===== config.mk =====
export PLATFORM = sky130hd
export DESIGN_NAME = issue_unit
export DESIGN_NICKNAME = d
export VERILOG_FILES = /design/src/rtl/iu_pkg.sv /design/src/rtl/rr_arbiter.sv /design/src/rtl/issue_unit.sv
export SDC_FILE = /design/constraint.sdc
export NUM_CORES = 1
export LEC_CHECK = 0
export CAP_MARGIN = 20
export CORE_MARGIN = 2
export CORE_UTILIZATION = 40
export DETAILED_ROUTE_END_ITERATION = 8
export PLACE_DENSITY = 0.63
export RECOVER_POWER = 50
export SLEW_MARGIN = 20
export SYNTH_ARGS = -nofsm -noshare
export SYNTH_HDL_FRONTEND = slang
export SYNTH_SLANG_ARGS = --single-unit

===== constraint.sdc =====
create_clock -name clk -period 8.5 [get_ports clk]
set_clock_uncertainty 0.15 [all_clocks]
set_input_delay 1.275 -clock clk [delete_from_list [all_inputs] [get_ports clk]]
set_output_delay 1.275 -clock clk [all_outputs]
set_load 0.05 [all_outputs]

===== src/rtl/iu_pkg.sv =====
// Shared definitions for the warp issue unit: default sizes and small
// index helpers used by the arbiters and the pointer registers.
package iu_pkg;

  localparam int NUM_WARPS_DEF    = 8;
  localparam int LOGNUM_WARPS_DEF = $clog2(NUM_WARPS_DEF);

  // Position of the set bit in a one-hot vector (0 when the vector is empty).
  function automatic int onehot2idx(input logic [31:0] v);
    int idx;
    idx = 0;
    for (int i = 0; i < 32; i++) begin
      if (v[i]) idx = i;
    end
    return idx;
  endfunction

  // Round-robin successor: ptr+1, wrapping from n-1 back to 0.
  function automatic int rr_next(input int ptr, input int n);
    return (ptr + 1 >= n) ? 0 : ptr + 1;
  endfunction

endpackage


===== src/rtl/rr_arbiter.sv =====
// Combinational round-robin picker: grants the first requester found when
// scanning upward from ptr (inclusive), wrapping at N-1 -> 0.
module rr_arbiter
  import iu_pkg::*;
#(
  parameter int N = NUM_WARPS_DEF,
  parameter int W = $clog2(N)
) (
  input  logic [N-1:0] req,
  input  logic [W-1:0] ptr,
  output logic [N-1:0] gnt,
  output logic [W-1:0] idx,
  output logic         any
);

  logic found;

  // Scan requesters starting at ptr and keep only the first hit.
  always_comb begin
    // NOTE: every output of a combinational block gets a default first, so no path leaves it unassigned and no latch is inferred.
    gnt   = '0;
    found = 1'b0;
    for (int i = 0; i < N; i++) begin
      if (!found && req[(int'(ptr) + i) % N]) begin
        gnt[(int'(ptr) + i) % N] = 1'b1;
        found                    = 1'b1;
      end
    end
  end

  assign any = found;
  assign idx = W'(onehot2idx(32'(gnt)));

endmodule


===== src/rtl/issue_unit.sv =====
// Per-SM warp issue scheduler. Each cycle it grants at most one warp to
// retire (exit) and at most one warp to issue, both round-robin, honouring
// Operand Collector backpressure and blocking warps with an unresolved branch.
// Optional build macro: ISSUE_GTO_EN selects greedy-then-oldest issue policy
// (re-grant the last issued warp while it stays eligible).
module issue_unit
  import iu_pkg::*;
#(
  parameter int NUM_WARPS    = NUM_WARPS_DEF,
  parameter int LOGNUM_WARPS = $clog2(NUM_WARPS)
) (
  input  logic                    clk,
  input  logic                    rst,
  input  logic [NUM_WARPS-1:0]    req_IB_IU,
  input  logic [NUM_WARPS-1:0]    branch_IB_IU,
  input  logic [NUM_WARPS-1:0]    exit_req_IB_IU,
  input  logic                    OC_full_OC_IU,
  input  logic                    BrResolved_Valid_SIMT_IU,
  input  logic [LOGNUM_WARPS-1:0] BrResolved_WarpID_SIMT_IU,
  output logic [NUM_WARPS-1:0]    grt_IU_IB,
  output logic [NUM_WARPS-1:0]    exit_grt_IU_IB,
  output logic [NUM_WARPS-1:0]    br_pending_IU
);

  logic [LOGNUM_WARPS-1:0] issue_ptr;
  logic [LOGNUM_WARPS-1:0] exit_ptr;
`ifdef ISSUE_GTO_EN
  logic [LOGNUM_WARPS-1:0] last_warp;
`endif

  logic [NUM_WARPS-1:0]    exit_gnt;
  logic [LOGNUM_WARPS-1:0] exit_idx;
  logic                    exit_any;

  logic [NUM_WARPS-1:0]    issue_req;
  logic [NUM_WARPS-1:0]    rr_gnt;
  logic [LOGNUM_WARPS-1:0] rr_idx;
  logic                    rr_any;

  logic [NUM_WARPS-1:0]    issue_gnt;
  logic [LOGNUM_WARPS-1:0] issue_idx;
  logic                    issue_any;

  logic [NUM_WARPS-1:0]    br_next;

  rr_arbiter #(.N(NUM_WARPS), .W(LOGNUM_WARPS)) u_exit_arb (
    .req (exit_req_IB_IU),
    .ptr (exit_ptr),
    .gnt (exit_gnt),
    .idx (exit_idx),
    .any (exit_any)
  );

  // No grants leave the unit while reset is held.
  assign exit_grt_IU_IB = rst ? exit_gnt : '0;

  // A warp retiring this cycle, or waiting on a branch, cannot issue; a full
  // Operand Collector blocks issue entirely.
  assign issue_req = OC_full_OC_IU ? '0
                                   : (req_IB_IU & ~br_pending_IU & ~exit_grt_IU_IB);

  rr_arbiter #(.N(NUM_WARPS), .W(LOGNUM_WARPS)) u_issue_arb (
    .req (issue_req),
    .ptr (issue_ptr),
    .gnt (rr_gnt),
    .idx (rr_idx),
    .any (rr_any)
  );

  // Final issue choice: round-robin, optionally overridden by the greedy warp.
  always_comb begin
    issue_gnt = rr_gnt;
    issue_idx = rr_idx;
    issue_any = rr_any;
`ifdef ISSUE_GTO_EN
    if (issue_req[last_warp]) begin
      issue_gnt            = '0;
      issue_gnt[last_warp] = 1'b1;
      issue_idx            = last_warp;
      issue_any            = 1'b1;
    end
`endif
  end

  assign grt_IU_IB = rst ? issue_gnt : '0;

  // Next branch-block mask: resolve and exit clear, a new branch grant sets
  // (applied last so a same-warp set/clear collision keeps the block).
  always_comb begin
    br_next = br_pending_IU;
    if (BrResolved_Valid_SIMT_IU) br_next[BrResolved_WarpID_SIMT_IU] = 1'b0;
    br_next = br_next & ~exit_grt_IU_IB;
    br_next = br_next | (grt_IU_IB & branch_IB_IU);
  end

  // Pointer and mask registers with synchronous active-low reset.
  always_ff @(posedge clk) begin
    // NOTE: sequential state uses non-blocking assignments so every register samples pre-edge values.
    if (!rst) begin
      issue_ptr     <= '0;
      exit_ptr      <= '0;
      br_pending_IU <= '0;
`ifdef ISSUE_GTO_EN
      last_warp     <= '0;
`endif
    end else begin
      if (exit_any) exit_ptr <= LOGNUM_WARPS'(rr_next(int'(exit_idx), NUM_WARPS));
      if (issue_any) begin
        issue_ptr <= LOGNUM_WARPS'(rr_next(int'(issue_idx), NUM_WARPS));
`ifdef ISSUE_GTO_EN
        last_warp <= issue_idx;
`endif
      end
      br_pending_IU <= br_next;
    end
  end

endmodule


# Word-level counts from Yosys, hierarchy flattened
# Cells that the tools add are included.
totals:
  output_inout_bits: 24
  elab_cells: 283
  reg_bits: 14
op_classes:
  add_sub_neg: 16
  n_mux: 132
  magnitude_cmp: 36
  bitwise: 37
  n_reduce_logical: 59
ops:
  columns: ["cell", "n"]
  rows:
  - ["2-to-1 mux 8 bit", 20]
  - ["bitwise OR 8 bit", 15]
  - ["less-than comparator 4 x 5 -> 1 bit (second input constant)", 14]
  - ["2-to-1 mux 1 bit", 65]
  - ["greater-or-equal comparator 4 x 1 -> 1 bit (second input constant)", 14]
  - ["demux 1 bit (select 3 bit)", 17]
  - ["binary-select mux 1 bit (select 3 bit)", 16]
  - ["OR reduction 3 bit", 14]
  - ["AND 8 bit", 5]
  - ["logical AND 1 bit", 31]
  - ["2-to-1 mux 3 bit", 10]
  - ["adder 3 bit (second input constant)", 8]
  - ["NOT 8 bit", 3]
  - ["AND 1 bit (first input constant)", 14]
  - ["zero test 1 bit", 14]
  - ["adder 3 x 2 -> 3 bit (second input constant)", 4]
  - ["less-than comparator 3 x 4 -> 1 bit (second input constant)", 3]
  - ["greater-or-equal comparator 3 x 1 -> 1 bit (second input constant)", 3]
  - ["adder 3 x 1 -> 4 bit (second input constant)", 2]
  - ["greater-or-equal comparator 4 bit (second input constant)", 2]
  - ["2-to-1 mux 2 bit", 4]
  - ["adder 3 x 1 -> 3 bit (second input constant)", 2]

# Longest topological paths before layout
# Gate-level depths: netlist (run 1).
depth:
  word_depth: 64
  mapped_depth: 26
  depth_no_buf: 20

# Cells and area by module
# From an unflattened synthesis (run 1), not the netlist that was laid out.
hier_totals:
  cells_unflattened: 367
  hier_area_um2: 3329.4
modules_own_cells:
  columns: ["module", "cells_each", "area_per_inst_um2", "seq_area_each_um2", "n_inst"]
  rows:
  - ["rr_arbiter at u_issue_arb", 148, 1282.5, 0.0, 1]
  - ["rr_arbiter at u_exit_arb", 122, 1101.1, 0.0, 1]
  - ["issue_unit", 97, 945.9, 280.3, 1]

# Worst setup path before layout (run 1)
# Ideal clock, no wire load.
synth_timing:
  path_type: "in2out"
  startpoint: "input port exit_req_IB_IU[3]"
  endpoint: "output port grt_IU_IB[7]"
  n_path_buf: 2
  t_arrival_ns: 5.896
  setup_slack_ns: 1.179
  cell_stages: 14
  required_time_ns: 7.075
  cell_sequence: "clkbuf_1 -> mux4_2 -> mux2_2 -> a211oi_1 -> o2111ai_1 -> a31oi_1 -> o32ai_1 -> a311o_1 -> nor2_1 -> o31ai_1 -> buf_4 -> o221ai_1 -> o32ai_1 -> nor2_1"
synth_via:
  elab_chain_cells: 53
  word_cells_on_any_way: 123
  classes_between: "79 x mux; 16 x bitwise; 28 x reduce/logical"
synth_rtl:
  columns: ["item", "line", "text"]
  rows:
  - ["start: declaration", "issue_unit.sv:16", "input logic [NUM_WARPS-1:0] exit_req_IB_IU,"]
  - ["binary-select mux 1 bit (select 3 bit)", "rr_arbiter.sv:24", "if (!found && req[(int'(ptr) + i) % N]) begin"]
  - ["2-to-1 mux 1 bit (implied by the code)", "rr_arbiter.sv:24", null]
  - ["2-to-1 mux 1 bit", "rr_arbiter.sv:24", null]
  - ["zero test 1 bit", "rr_arbiter.sv:24", null]
  - ["logical AND 1 bit", "rr_arbiter.sv:24", null]
  - ["2-to-1 mux 1 bit", "rr_arbiter.sv:24", null]
  - ["zero test 1 bit", "rr_arbiter.sv:24", null]
  - ["logical AND 1 bit", "rr_arbiter.sv:24", null]
  - ["[17 not listed]", null, null]
  - ["via exit_grt_IU_IB[5]", "issue_unit.sv:21", "output logic [NUM_WARPS-1:0] exit_grt_IU_IB,"]
  - ["[20 not listed]", null, null]
  - ["2-to-1 mux 1 bit", "rr_arbiter.sv:24", null]
  - ["zero test 1 bit", "rr_arbiter.sv:24", null]
  - ["logical AND 1 bit", "rr_arbiter.sv:24", null]
  - ["2-to-1 mux 1 bit", "rr_arbiter.sv:24", null]
  - ["zero test 1 bit", "rr_arbiter.sv:24", null]
  - ["logical AND 1 bit", "rr_arbiter.sv:24", null]
  - ["2-to-1 mux 8 bit (*)", "rr_arbiter.sv:24", null]
  - ["2-to-1 mux 8 bit (*)", "issue_unit.sv:85", "assign grt_IU_IB = rst ? issue_gnt : '0;"]
  - ["end: declaration", "issue_unit.sv:20", "output logic [NUM_WARPS-1:0] grt_IU_IB,"]
# Mark *: on every way through the listed nets, which the timed path passes. The rest lies on a longest branch. The select of a mux whose other input is x is not followed.

# Worst setup path after layout (run 1)
layout_timing:
  startpoint: "input port exit_req_IB_IU[0]"
  endpoint: "output port grt_IU_IB[1]"
layout_via:
  elab_chain_cells: 53
  word_cells_on_any_way: 123
  classes_between: "79 x mux; 16 x bitwise; 28 x reduce/logical"
layout_rtl:
  columns: ["item", "line"]
  rows:
  - ["binary-select mux 1 bit (select 3 bit)", "rr_arbiter.sv:24"]
  - ["2-to-1 mux 1 bit (implied by the code)", "rr_arbiter.sv:24"]
  - ["2-to-1 mux 1 bit", "rr_arbiter.sv:24"]
  - ["zero test 1 bit", "rr_arbiter.sv:24"]
  - ["logical AND 1 bit", "rr_arbiter.sv:24"]
  - ["2-to-1 mux 1 bit", "rr_arbiter.sv:24"]
  - ["zero test 1 bit", "rr_arbiter.sv:24"]
  - ["logical AND 1 bit", "rr_arbiter.sv:24"]
  - ["[37 not listed]", null]
  - ["2-to-1 mux 1 bit", "rr_arbiter.sv:24"]
  - ["zero test 1 bit", "rr_arbiter.sv:24"]
  - ["logical AND 1 bit", "rr_arbiter.sv:24"]
  - ["2-to-1 mux 1 bit", "rr_arbiter.sv:24"]
  - ["zero test 1 bit", "rr_arbiter.sv:24"]
  - ["logical AND 1 bit", "rr_arbiter.sv:24"]
  - ["2-to-1 mux 8 bit (*)", "rr_arbiter.sv:24"]
  - ["2-to-1 mux 8 bit (*)", "issue_unit.sv:85"]
# Every way passes the cells marked *; elsewhere a longest branch is shown, timed or not. The select of a mux whose other input is x is not followed.

==> run metrics, run 1 <==
CTS Buf Count 3; Primary FF master, synth dfxtp_1; Register-to-Register Path Depth 21; outcome finished clean; initial antenna violation count 0; Avg WL per Cell 22.7 microns; # DRC 0; DIE AREA 0.0119 sq mm; dpl cells roughly 760; Final Hold Fails 0; CTS tree built; crit path DAT just under 7000 ps; placed inst area between 0.005 and 0.006 sq mm; Final Critical Period 8180 ps; Seq/Total Area, Yosys 0.0635; Hold Buf Count CTS 0; fin crit share 0.962; combinational power share 0.920; Setup CP Type input pin to output port; Yosys top cell by area mux4_2; Top Layer Used met4; Post-synth top cells 60 x nand2_1, 57 x nor2_1, 27 x a21oi_1, 23 x clkbuf_1, 23 x nand3_1; layout cell share with drive strength beyond 1 0.139; final WL 17400 microns; Hold EP br_pending_IU[5]$_SDFF_PN0_; n_diodes 0; GR Util All Layers 0.290; number of gates resized after cts 0; largest net degree at the start of global routing between 40 and 50; fmax 122 MHz; worst-path fanout max 13; relative slew slack 0.344; setup tns final 0 ps; mapped cell area 0.00441 sq mm; detailed-route via count 5269; placed wire-length estimate 13500 microns; Reg-to-Reg Start exit_ptr[1]$_SDFFE_PN0P_; DIE WIDTH 109 microns; CP peak stage delay about 760 ps; met1 wire length 7250 microns; WL met3 1020 microns; Skew-Pair Late Insertion Delay 250 ps; NumNets Final about 670; HP Class register to register; Setup Viol. Count Final 0; Tot Pwr 2.36 mW; vias per cell 6.87; Int Power 0.905 mW; critical hold path startpoint br_pending_IU[5]$_SDFF_PN0_; Hold Path Cell Cnt 2; Synth async-reset ratio 0; dominant cells by area after synthesis mux4_2 7.7%, dfxtp_1 6.4%, nand2_1 5.1%; net switching power 1.45 mW; sequential share of power 0.051; Clock transition at path regs about 60 ps; fin area 0.00511 sq mm; Distinct cells, synth 98; P per Cell Area 461 mW/mm^2; Worst path slowest cell dlygate4sd3_1; Worst setup EP type output port; Top delay family on crit path compound AO/OA/AOI/OAI gates; Avg Synthesized Cell Area 7.39 sq um; met2 routed WL 8370 microns; Max IR drop VDD 269 uV; most frequent CP cell a211oi_1; Post-synth EDFFs 0; post-CTS setup buffers 0; RSZ-0062 raised after global routing false; max-slew violation count 0; Post-Syn Nets 642; Mapped Cells 597; crit start category input pin; die extent in y roughly 110 microns; number of cells on the critical path 16; # rows 38; first-pass GRT wire length 27100 microns; worst reg2reg setup slack 1220 ps; total leakage power 1.83 nW; register bit count reported by yosys 14; CP Buf/Inv Count 3; top cell type's share of synthesized area 0.0766; number of I/O pins 55; initial core utilization 0.409; Detail Route Antenna Nets 0; CTS sink cnt 14; vias in the first global route 4967; gpl congestion 1.01; post-route insts no fill 767; synthesis warning total 0; Required @ worst endpoint 7070 ps; H-tree depth 1; max_cap viols 0; First-pass DRT Iterations 6; root buffer cell clkbuf_8; DR iter-0 viols between 500 and 600; core area about 0.011 sq mm; Port Buffers 54; power share of the clock group 0.029; switch share 0.616; most frequent cell after synthesis nand2_1; CP Cell Sequence dlygate4sd3_1, mux4_2, mux2_2, a211oi_1, o2111ai_1, and3_1, a221oi_1, clkbuf_1, nor2_1, nor4_2, nand4_1, a211oi_1, a311oi_1, a21oi_1, and2_1, buf_4; clk buf depth 2; Synth-to-Final Area Change 15.9%; grt ovf 0; Slew @ Worst Pin 983 ps; FF-to-FF End issue_ptr[1]$_SDFFE_PN0P_
[worst min-delay path, stage by stage, from the launching register on]
cell and delay, ps:
dfxtp_1 330, o311ai_0 90, a21oi_1 70
[power by group through the flow]
| stage | registers (mW) | clock network, mW | logic, mW |
|---|---|---|---|
| 2_1_floorplan | 0.173 | 0 | 1.49 |
| 3_3_place_gp | 0.121 | 0 | 2.12 |
| 3_5_place_dp | 0.121 | 0 | 2.12 |
| 4_1_cts | 0.120 | 0.0691 | 2.13 |
| 5_1_grt | 0.124 | 0.0727 | 2.31 |
| 6_report | 0.120 | 0.0686 | 2.17 |
[placed cells by master, fill, tap and decap left out, types with 7 or more instances in the layout]
master / synthesis / routed
mux2_2: 13 / 13
a21oi_1: 27 / 27
a211oi_1: 7 / 7
nor2_1: 57 / 57
ha_1: 14 / 14
and2_1: 21 / 21
buf_4: 6 / 22
o211ai_1: 7 / 7
mux4_2: 15 / 15
and3_1: 9 / 9
mux2i_1: 21 / 21
o21ai_0: 12 / 12
clkdlybuf4s50_1: 0 / 32
inv_1: 21 / 21
nand3_1: 23 / 23
nand2_1: 60 / 60
dlygate4sd3_1: 0 / 14
dfxtp_1: 14 / 14
nor3_1: 11 / 11
nor4_1: 8 / 8
o31ai_1: 8 / 8
a31oi_1: 11 / 11
a211o_1: 8 / 8
nor2b_1: 10 / 10
nand4_1: 12 / 12
[state kept, by name, indices dropped and copies added (netlist names)]
signal and flops:
exit_ptr 3, br_pending_IU 8, issue_ptr 3
[cells by family (layout without fill, tap and decap cells)]
logic type      Yosys count  after routing  synth area share
simple gates            257            257             0.307
compound gates          181            181             0.332
buf+inv                  70            100            0.0698
mux                      52             52             0.168
fa+ha+maj                14             14            0.0397
flops                    14             14            0.0635
xor+xnor                  9              9            0.0196
[worst max path at each step]
stage                                  from            to  slack [ps]
after CTS                 exit_req_IB_IU[0]  grt_IU_IB[1]         510
after detailed placement  exit_req_IB_IU[0]  grt_IU_IB[1]         530
after floorplan           exit_req_IB_IU[3]  grt_IU_IB[7]        1180
final                     exit_req_IB_IU[0]  grt_IU_IB[1]         320
after global placement    exit_req_IB_IU[0]  grt_IU_IB[1]         590
after global routing      exit_req_IB_IU[0]  grt_IU_IB[1]          90
[layout make-up]
class,count,area [sq um]
well taps,140,175
flip-flops and latches,14,280
fillers,1088,5680
clock buffers,4,55.1
inverters,24,90.1
multi-input cells,513,3820
repair buffers,72,689
[stage by stage]
| stage | setup slack, ps | utilization | hold slack (ps) |
|---|---|---|---|
| floorplan | 1180 | - | 593 |
| global placement | 590 | 0.469 | 359 |
| detailed placement | 531 | 0.469 | 384 |
| CTS | 514 | 0.474 | 398 |
| global route | 88.0 | 0.474 | 451 |
| finish | 322 | 0.474 | 393 |
[per-layer routing]
metal,vias to the layer above,GRT usage
met5,-,0
met2,273,0.477
met3,53,0.0287
li1,2412,-
met4,0,0.124
met1,2531,0.384
Note: power is estimated with default switching activity, not from simulation.
==> run 2, diff against run 1 <==
Settings changed: PLACE_DENSITY 0.63 to 0.65, SYNTH_HIERARCHICAL from default to 1.
==> run metrics, run 2 <==
mapped cell area 0.00333 sq mm (was 0.00441 sq mm); vias in the first global route 3010 (was 4967); power share of the clock group 0.039 (was 0.029); Int Power 0.757 mW (was 0.905 mW); max_cap viols 0 (unchanged); root buffer cell clkbuf_8 (unchanged); Detail Route Antenna Nets 0 (unchanged); top flop regs br_pending_IU x8, exit_ptr x3, issue_ptr x3 (unchanged); Clock transition at path regs 60 ps (about the same); relative slew slack 0.360 (was 0.344); Final Critical Period 8160 ps (was 8180 ps); top cell type's share of synthesized area 0.122 (was 0.0766); HP Class register to register (unchanged); combinational power share 0.875 (was 0.920); Setup WS pre-CTS 34.6 ps (was 531 ps); Required @ worst endpoint 7070 ps (about the same); Synth-to-Final Area Change 19.7% (was 15.9%); Simple-Gate Fraction of Synth Area 0.304 (was 0.307); fin area 0.00399 sq mm (was 0.00511 sq mm); Worst setup EP type output port (unchanged); CTS sink cnt 14 (unchanged); Mapped Cells 367 (was 597); worst-path fanout max 8 (was 13); crit path DAT 6740 ps (was 6750 ps); detailed-route via count 3230 (was 5269); register bit count reported by yosys 14 (unchanged); DIE AREA 0.00907 sq mm (was 0.0119 sq mm); max-slew violation count 0 (unchanged); max reg flops 8 (unchanged); core area 0.00813 sq mm (was 0.0108 sq mm); sequential share of power 0.086 (was 0.051); Setup CP Type input pin to output port (unchanged); net switching power 0.976 mW (was 1.45 mW); DIE WIDTH 95.2 microns (was 109 microns); Synth async-reset ratio 0 (unchanged); crit start category input pin (unchanged); setup tns final 0 ps (unchanged); leading cell types in the layout, fill and taps excluded 57 x nand2_1, 30 x clkdlybuf4s50_1, 28 x mux2i_1 (was 60 x nand2_1, 57 x nor2_1, 32 x clkdlybuf4s50_1); Avg WL per Cell 18.6 microns (was 22.7 microns); Primary FF master, synth dfxtp_1 (unchanged); Post-synth EDFFs 0 (unchanged); Yosys top cell by area mux4_2 (unchanged); H-tree depth 1 (unchanged); Seq/Total Area, Yosys 0.0842 (was 0.0635); xor/xnor cell area share of the yosys netlist 0.0184 (was 0.0196); Skew-Pair Late Insertion Delay 250 ps (about the same); layout cell share with drive strength beyond 1 0.196 (was 0.139); GR Util All Layers 0.216 (was 0.290); Port Buffers 54 (unchanged); gpl congestion 0.902 (was 1.01); synthesis warning total 6 (was 0); Tot Pwr 1.73 mW (was 2.36 mW); post-synthesis compound-gate area fraction 0.175 (was 0.332); grt ovf 0 (unchanged); largest family of logic cells by synthesized area simple AND/OR/NAND/NOR gates (was compound AO/OA/AOI/OAI gates); # rows 33 (was 38); Slew @ Worst Pin 956 ps (was 983 ps); Distinct cells, synth 66 (was 98); number of I/O pins 55 (unchanged); vias per cell 6.18 (was 6.87); commonest non-fill, non-tap cell in the layout nand2_1 (unchanged); Post-Syn Nets 412 (was 642); final WL 9740 microns (was 17400 microns); RSZ-0062 raised after global routing false (unchanged); DR iter-0 viols 284 (was 588); P per Cell Area 435 mW/mm^2 (was 461 mW/mm^2); largest net degree at the start of global routing 30 (was 49); die extent in y 95.2 microns (was 109 microns); fmax 123 MHz (was 122 MHz); CTS tree built (unchanged); Synth Area in Adders 0.0526 (was 0.0397); most frequent cell after synthesis nand2_1 (unchanged); # DRC 0 (unchanged); dominant cells by area after synthesis mux4_2 12%, dfxtp_1 8.4%, mux2i_1 8.4% (was mux4_2 7.7%, dfxtp_1 6.4%, nand2_1 5.1%); fin crit share 0.960 (was 0.962); Max IR drop VDD 183 uV (was 269 uV); outcome finished clean (unchanged); First-pass DRT Iterations 5 (was 6); Avg Synthesized Cell Area 9.07 sq um (was 7.39 sq um); Final Hold Fails 0 (unchanged); setup slack after layout 340 ps (was 322 ps); switch share 0.563 (was 0.616); first-pass GRT wire length 15400 microns (was 27100 microns); Setup Viol. Count Final 0 (unchanged); mux contribution to synthesized area 0.303 (was 0.168); total leakage power 1.61 nW (was 1.83 nW); placed wire-length estimate 7680 microns (was 13500 microns); initial antenna violation count 0 (unchanged); clk buf depth 2 (unchanged); placed inst area 0.00390 sq mm (was 0.00506 sq mm); NumNets Final 464 (was 673); Largest Register br_pending_IU (unchanged); CTS Buf Count 3 (unchanged); n_diodes 0 (unchanged); initial core utilization 0.409 (about the same); Post-synth top cells 57 x nand2_1, 28 x mux2i_1, 24 x nor2_1, 18 x mux4_2 (was 60 x nand2_1, 57 x nor2_1, 27 x a21oi_1, 23 x clkbuf_1, 23 x nand3_1)
## run 2: kinds of logic (layout without fill, tap and decap cells)
family	Yosys count	in the layout
buf+inv	27	78
mux	65	65
xor+xnor	7	7
simple gates	166	166
flops	14	14
fa+ha+maj	14	14
compound gates	74	74
## run 2: per-stage QoR
stage               hold slack [ps]  cells  utilization
global placement                352    517        0.480
global route                    400    523        0.490
CTS                             368    521        0.487
floorplan                       352    367            -
finish                          366    523        0.490
detailed placement              361    517        0.480
## run 2: worst max-delay path: stages
cell             delay, ps
clkdlybuf4s50_1        530
mux4_2                 570
mux2i_1                320
nand3b_1               220
nor4b_4                480
a221oi_4               110
mux2i_1                320
and2_4                 220
nor4b_4                 70
buf_4                  210
mux4_1                 590
mux2i_1                270
nand4b_1               220
nor4b_1                400
a2111oi_1              120
a21oi_1                200
and2_1                 170
dlymetal6s2s_1         420
## run 2: path summary, 6_finish.rpt
| path | from | endpoint | slack, ps | cells past startpoint |
|---|---|---|---|---|
| max | exit_req_IB_IU[5] | grt_IU_IB[5] | 340 | 18 |
| min | br_pending_IU[0]$_SDFF_PN0_ | br_pending_IU[0]$_SDFF_PN0_ | 370 | 2 |
| max reg2reg | exit_ptr[1]$_SDFFE_PN0P_ | issue_ptr[2]$_SDFFE_PN0P_ | 1310 | 23 |
| min reg2reg | br_pending_IU[0]$_SDFF_PN0_ | br_pending_IU[0]$_SDFF_PN0_ | 370 | 2 |
## run 2: what timing repair did
item	in CTS	in global routing
hold buffers	0	0
gates resized for setup	0	5
endpoints found under the setup margin	0	5
buffers inserted	0	2
## run 2: power groups by stage
stage	Sequential [mW]	Combinational, mW	Clock (mW)
4_1_cts	0.150	1.51	0.0683
3_5_place_dp	0.152	1.50	0
5_1_grt	0.155	1.64	0.0719
2_1_floorplan	0.174	1.15	0
3_3_place_gp	0.150	1.49	0
6_report	0.149	1.52	0.0677
## run 2: final cells by class
type,count,area [sq um]
timing repair buffer,66,648
multi-input combinational,326,2840
sequential,14,280
clock buffer,4,55.1
fill,744,4150
tap,105,131
inverter,8,30.0
## run 2: routing by layer
layer	vias up	routed length, microns	GRT usage
li1	1535	-	-
met1	1554	4400	0.294
met2	131	4540	0.356
met3	10	645	0.0372
met4	0	154	0.0495
met5	-	0	0
==> run 3, diff against run 2 <==
Settings changed: ABC_CLOCK_PERIOD_IN_PS from default to 8500, CORE_UTILIZATION 40 to 35, GPL_ROUTABILITY_DRIVEN from default to 0, PLACE_DENSITY 0.65 to 0.58.
==> run metrics, run 3 (same netlist as run 2, synthesis figures left out) <==
outcome finished clean (unchanged); CTS Buf Count 3 (unchanged); layout cell share with drive strength beyond 1 0.197 (was 0.196); power share of the clock group 0.041 (was 0.039); vias in the first global route 2798 (was 3010); GR Util met3 0.0200 (was 0.0372); Worst path slowest cell mux4_1 (unchanged); met2 GRT Util 0.309 (was 0.356); worst-path fanout max 8 (unchanged); CTS tree built (unchanged); fmax 124 MHz (was 123 MHz); Final Critical Period 8100 ps (was 8160 ps); Worst setup EP type output port (unchanged); Hold Buf Count CTS 0 (unchanged); fin crit share 0.953 (was 0.960); setup tns final 0 ps (unchanged); placed inst area 0.00388 sq mm (was 0.00390 sq mm); number of I/O pins 55 (unchanged); Slew @ Worst Pin 849 ps (was 956 ps); Final Util 0.426 (was 0.490); CP Buf/Inv Count 2 (was 3); HP Class register to register (unchanged); DIE WIDTH 102 microns (was 95.2 microns); total leakage power 1.50 nW (was 1.61 nW); grt ovf 0 (unchanged); Port Buffers 54 (unchanged); grt peak-use layer met2 (unchanged); Reg-to-Reg Start exit_ptr[0]$_SDFFE_PN0P_ (was exit_ptr[1]$_SDFFE_PN0P_); Hold Slack 370 ps (was 366 ps); Top delay family on crit path multiplexers (unchanged); die extent in y 102 microns (was 95.2 microns); vias per cell 5.89 (was 6.18); sequential share of power 0.085 (was 0.086); Int Power 0.731 mW (was 0.757 mW); GR Util All Layers 0.184 (was 0.216); combinational power share 0.874 (was 0.875); fin area 0.00393 sq mm (was 0.00399 sq mm); Avg WL per Cell 17.9 microns (was 18.6 microns); number of gates resized after cts 0 (unchanged); Setup CP Type input pin to output port (unchanged); max reg flops 8 (unchanged); max_cap viols 0 (unchanged); commonest non-fill, non-tap cell in the layout nand2_1 (unchanged); CP Cell Sequence clkdlybuf4s50_1, mux4_2, mux2i_1, nand3b_1, nor4b_4, a221oi_1, mux2i_1, and2_4, nor4b_4, mux4_1, mux2i_1, nand4b_1, nor4b_1, nor3_1, o21ai_0, and2_1, buf_4 (was clkdlybuf4s50_1, mux4_2, mux2i_1, nand3b_1, nor4b_4, a221oi_4, mux2i_1, and2_4, nor4b_4, buf_4, mux4_1, mux2i_1, nand4b_1, nor4b_1, a2111oi_1, a21oi_1, and2_1, dlymetal6s2s_1); CTS sink cnt 14 (unchanged); first-pass GRT wire length 15100 microns (was 15400 microns); Clock transition at path regs 60 ps (about the same); RSZ-0062 raised after global routing false (unchanged); # DRC 0 (unchanged); max-slew violation count 0 (unchanged); Detail Route Antenna Nets 0 (unchanged); crit path DAT 6670 ps (was 6740 ps); largest net degree at the start of global routing 30 (unchanged); relative slew slack 0.432 (was 0.360); crit start category input pin (unchanged); critical hold path startpoint br_pending_IU[0]$_SDFF_PN0_ (unchanged); most frequent CP cell mux2i_1 (unchanged); grt met1 use 0.263 (was 0.294); CP startpoint exit_req_IB_IU[5] (unchanged); # rows 35 (was 33); top flop regs br_pending_IU x8, exit_ptr x3, issue_ptr x3 (unchanged); root buffer cell clkbuf_8 (unchanged); Setup Viol. Count Final 0 (unchanged); DIE AREA 0.0103 sq mm (was 0.00907 sq mm); Required @ worst endpoint 7070 ps (about the same); Skew-Pair Late Insertion Delay 250 ps (about the same); NumNets Final 458 (was 464); Largest Register br_pending_IU (unchanged); core area 0.00924 sq mm (was 0.00813 sq mm); Max IR drop VDD 140 uV (was 183 uV); initial core utilization 0.360 (was 0.409); post-CTS setup buffers 0 (unchanged); H-tree depth 1 (unchanged); leading cell types in the layout, fill and taps excluded 57 x nand2_1, 30 x clkdlybuf4s50_1, 28 x mux2i_1 (unchanged); First-pass DRT Iterations 5 (unchanged); initial antenna violation count 0 (unchanged); Synth-to-Final Area Change 18.2% (was 19.7%); net switching power 0.967 mW (was 0.976 mW); DR iter-0 viols 220 (was 284); P per Cell Area 432 mW/mm^2 (was 435 mW/mm^2); CP peak stage delay 610 ps (was 590 ps); Final Hold Fails 0 (unchanged); switch share 0.569 (was 0.563); placed wire-length estimate 7770 microns (was 7680 microns); detailed-route via count 3184 (was 3230); final WL 9660 microns (was 9740 microns); clk buf depth 2 (unchanged); n_diodes 0 (unchanged)
-- run 3: cell types whose count changed in the layout (fill, tap and decap cells not counted) --
cell,delta
buf_12,-1
dlymetal6s2s_1,-5
-- run 3: layout make-up --
| type | count | area [sq um] |
|---|---|---|
| Tap cell | 129 | 161 |
| Sequential cell | 14 | 280 |
| Clock buffer | 4 | 55.1 |
| Multi-Input combinational cell | 326 | 2840 |
| Timing Repair Buffer | 60 | 566 |
| Inverter | 8 | 30.0 |
| Fill cell | 924 | 5310 |
-- run 3: power groups by stage --
| stage | clock network (mW) | logic, mW | registers, mW |
|---|---|---|---|
| 2_1_floorplan | 0 | 1.15 | 0.174 |
| 3_3_place_gp | 0 | 1.47 | 0.147 |
| 3_5_place_dp | 0 | 1.48 | 0.147 |
| 4_1_cts | 0.0708 | 1.49 | 0.146 |
| 5_1_grt | 0.0737 | 1.61 | 0.150 |
| 6_report | 0.0691 | 1.48 | 0.144 |
-- run 3: path summary, 6_finish.rpt --
kind / to / slack, ps / cells after the start
worst max-delay path: grt_IU_IB[4] / 400 / 17
worst min register to register: br_pending_IU[0]$_SDFF_PN0_ / 370 / 2
worst min-delay path: br_pending_IU[0]$_SDFF_PN0_ / 370 / 2
worst max register to register: issue_ptr[2]$_SDFFE_PN0P_ / 1370 / 22
-- run 3: metrics by stage --
| stage | setup WS [ps] | instances | power (mW) |
|---|---|---|---|
| after floorplan | 1660 | 367 | 1.32 |
| after global placement | 533 | 537 | 1.62 |
| after detailed placement | 460 | 537 | 1.63 |
| after CTS | 440 | 541 | 1.70 |
| after global routing | 22.9 | 541 | 1.83 |
| final | 403 | 541 | 1.70 |
-- run 3: worst min-delay path: stages (launching register included) --
cell	delay [ps]
dfxtp_1	350
nand2_1	70
o31ai_1	60
-- run 3: routing by layer --
metal  part of all wire  vias to the layer above
met2               0.48                      109
met1               0.47                     1555
met5                  0                        -
met4             0.0026                        0
met3              0.048                        2
li1                   -                     1518
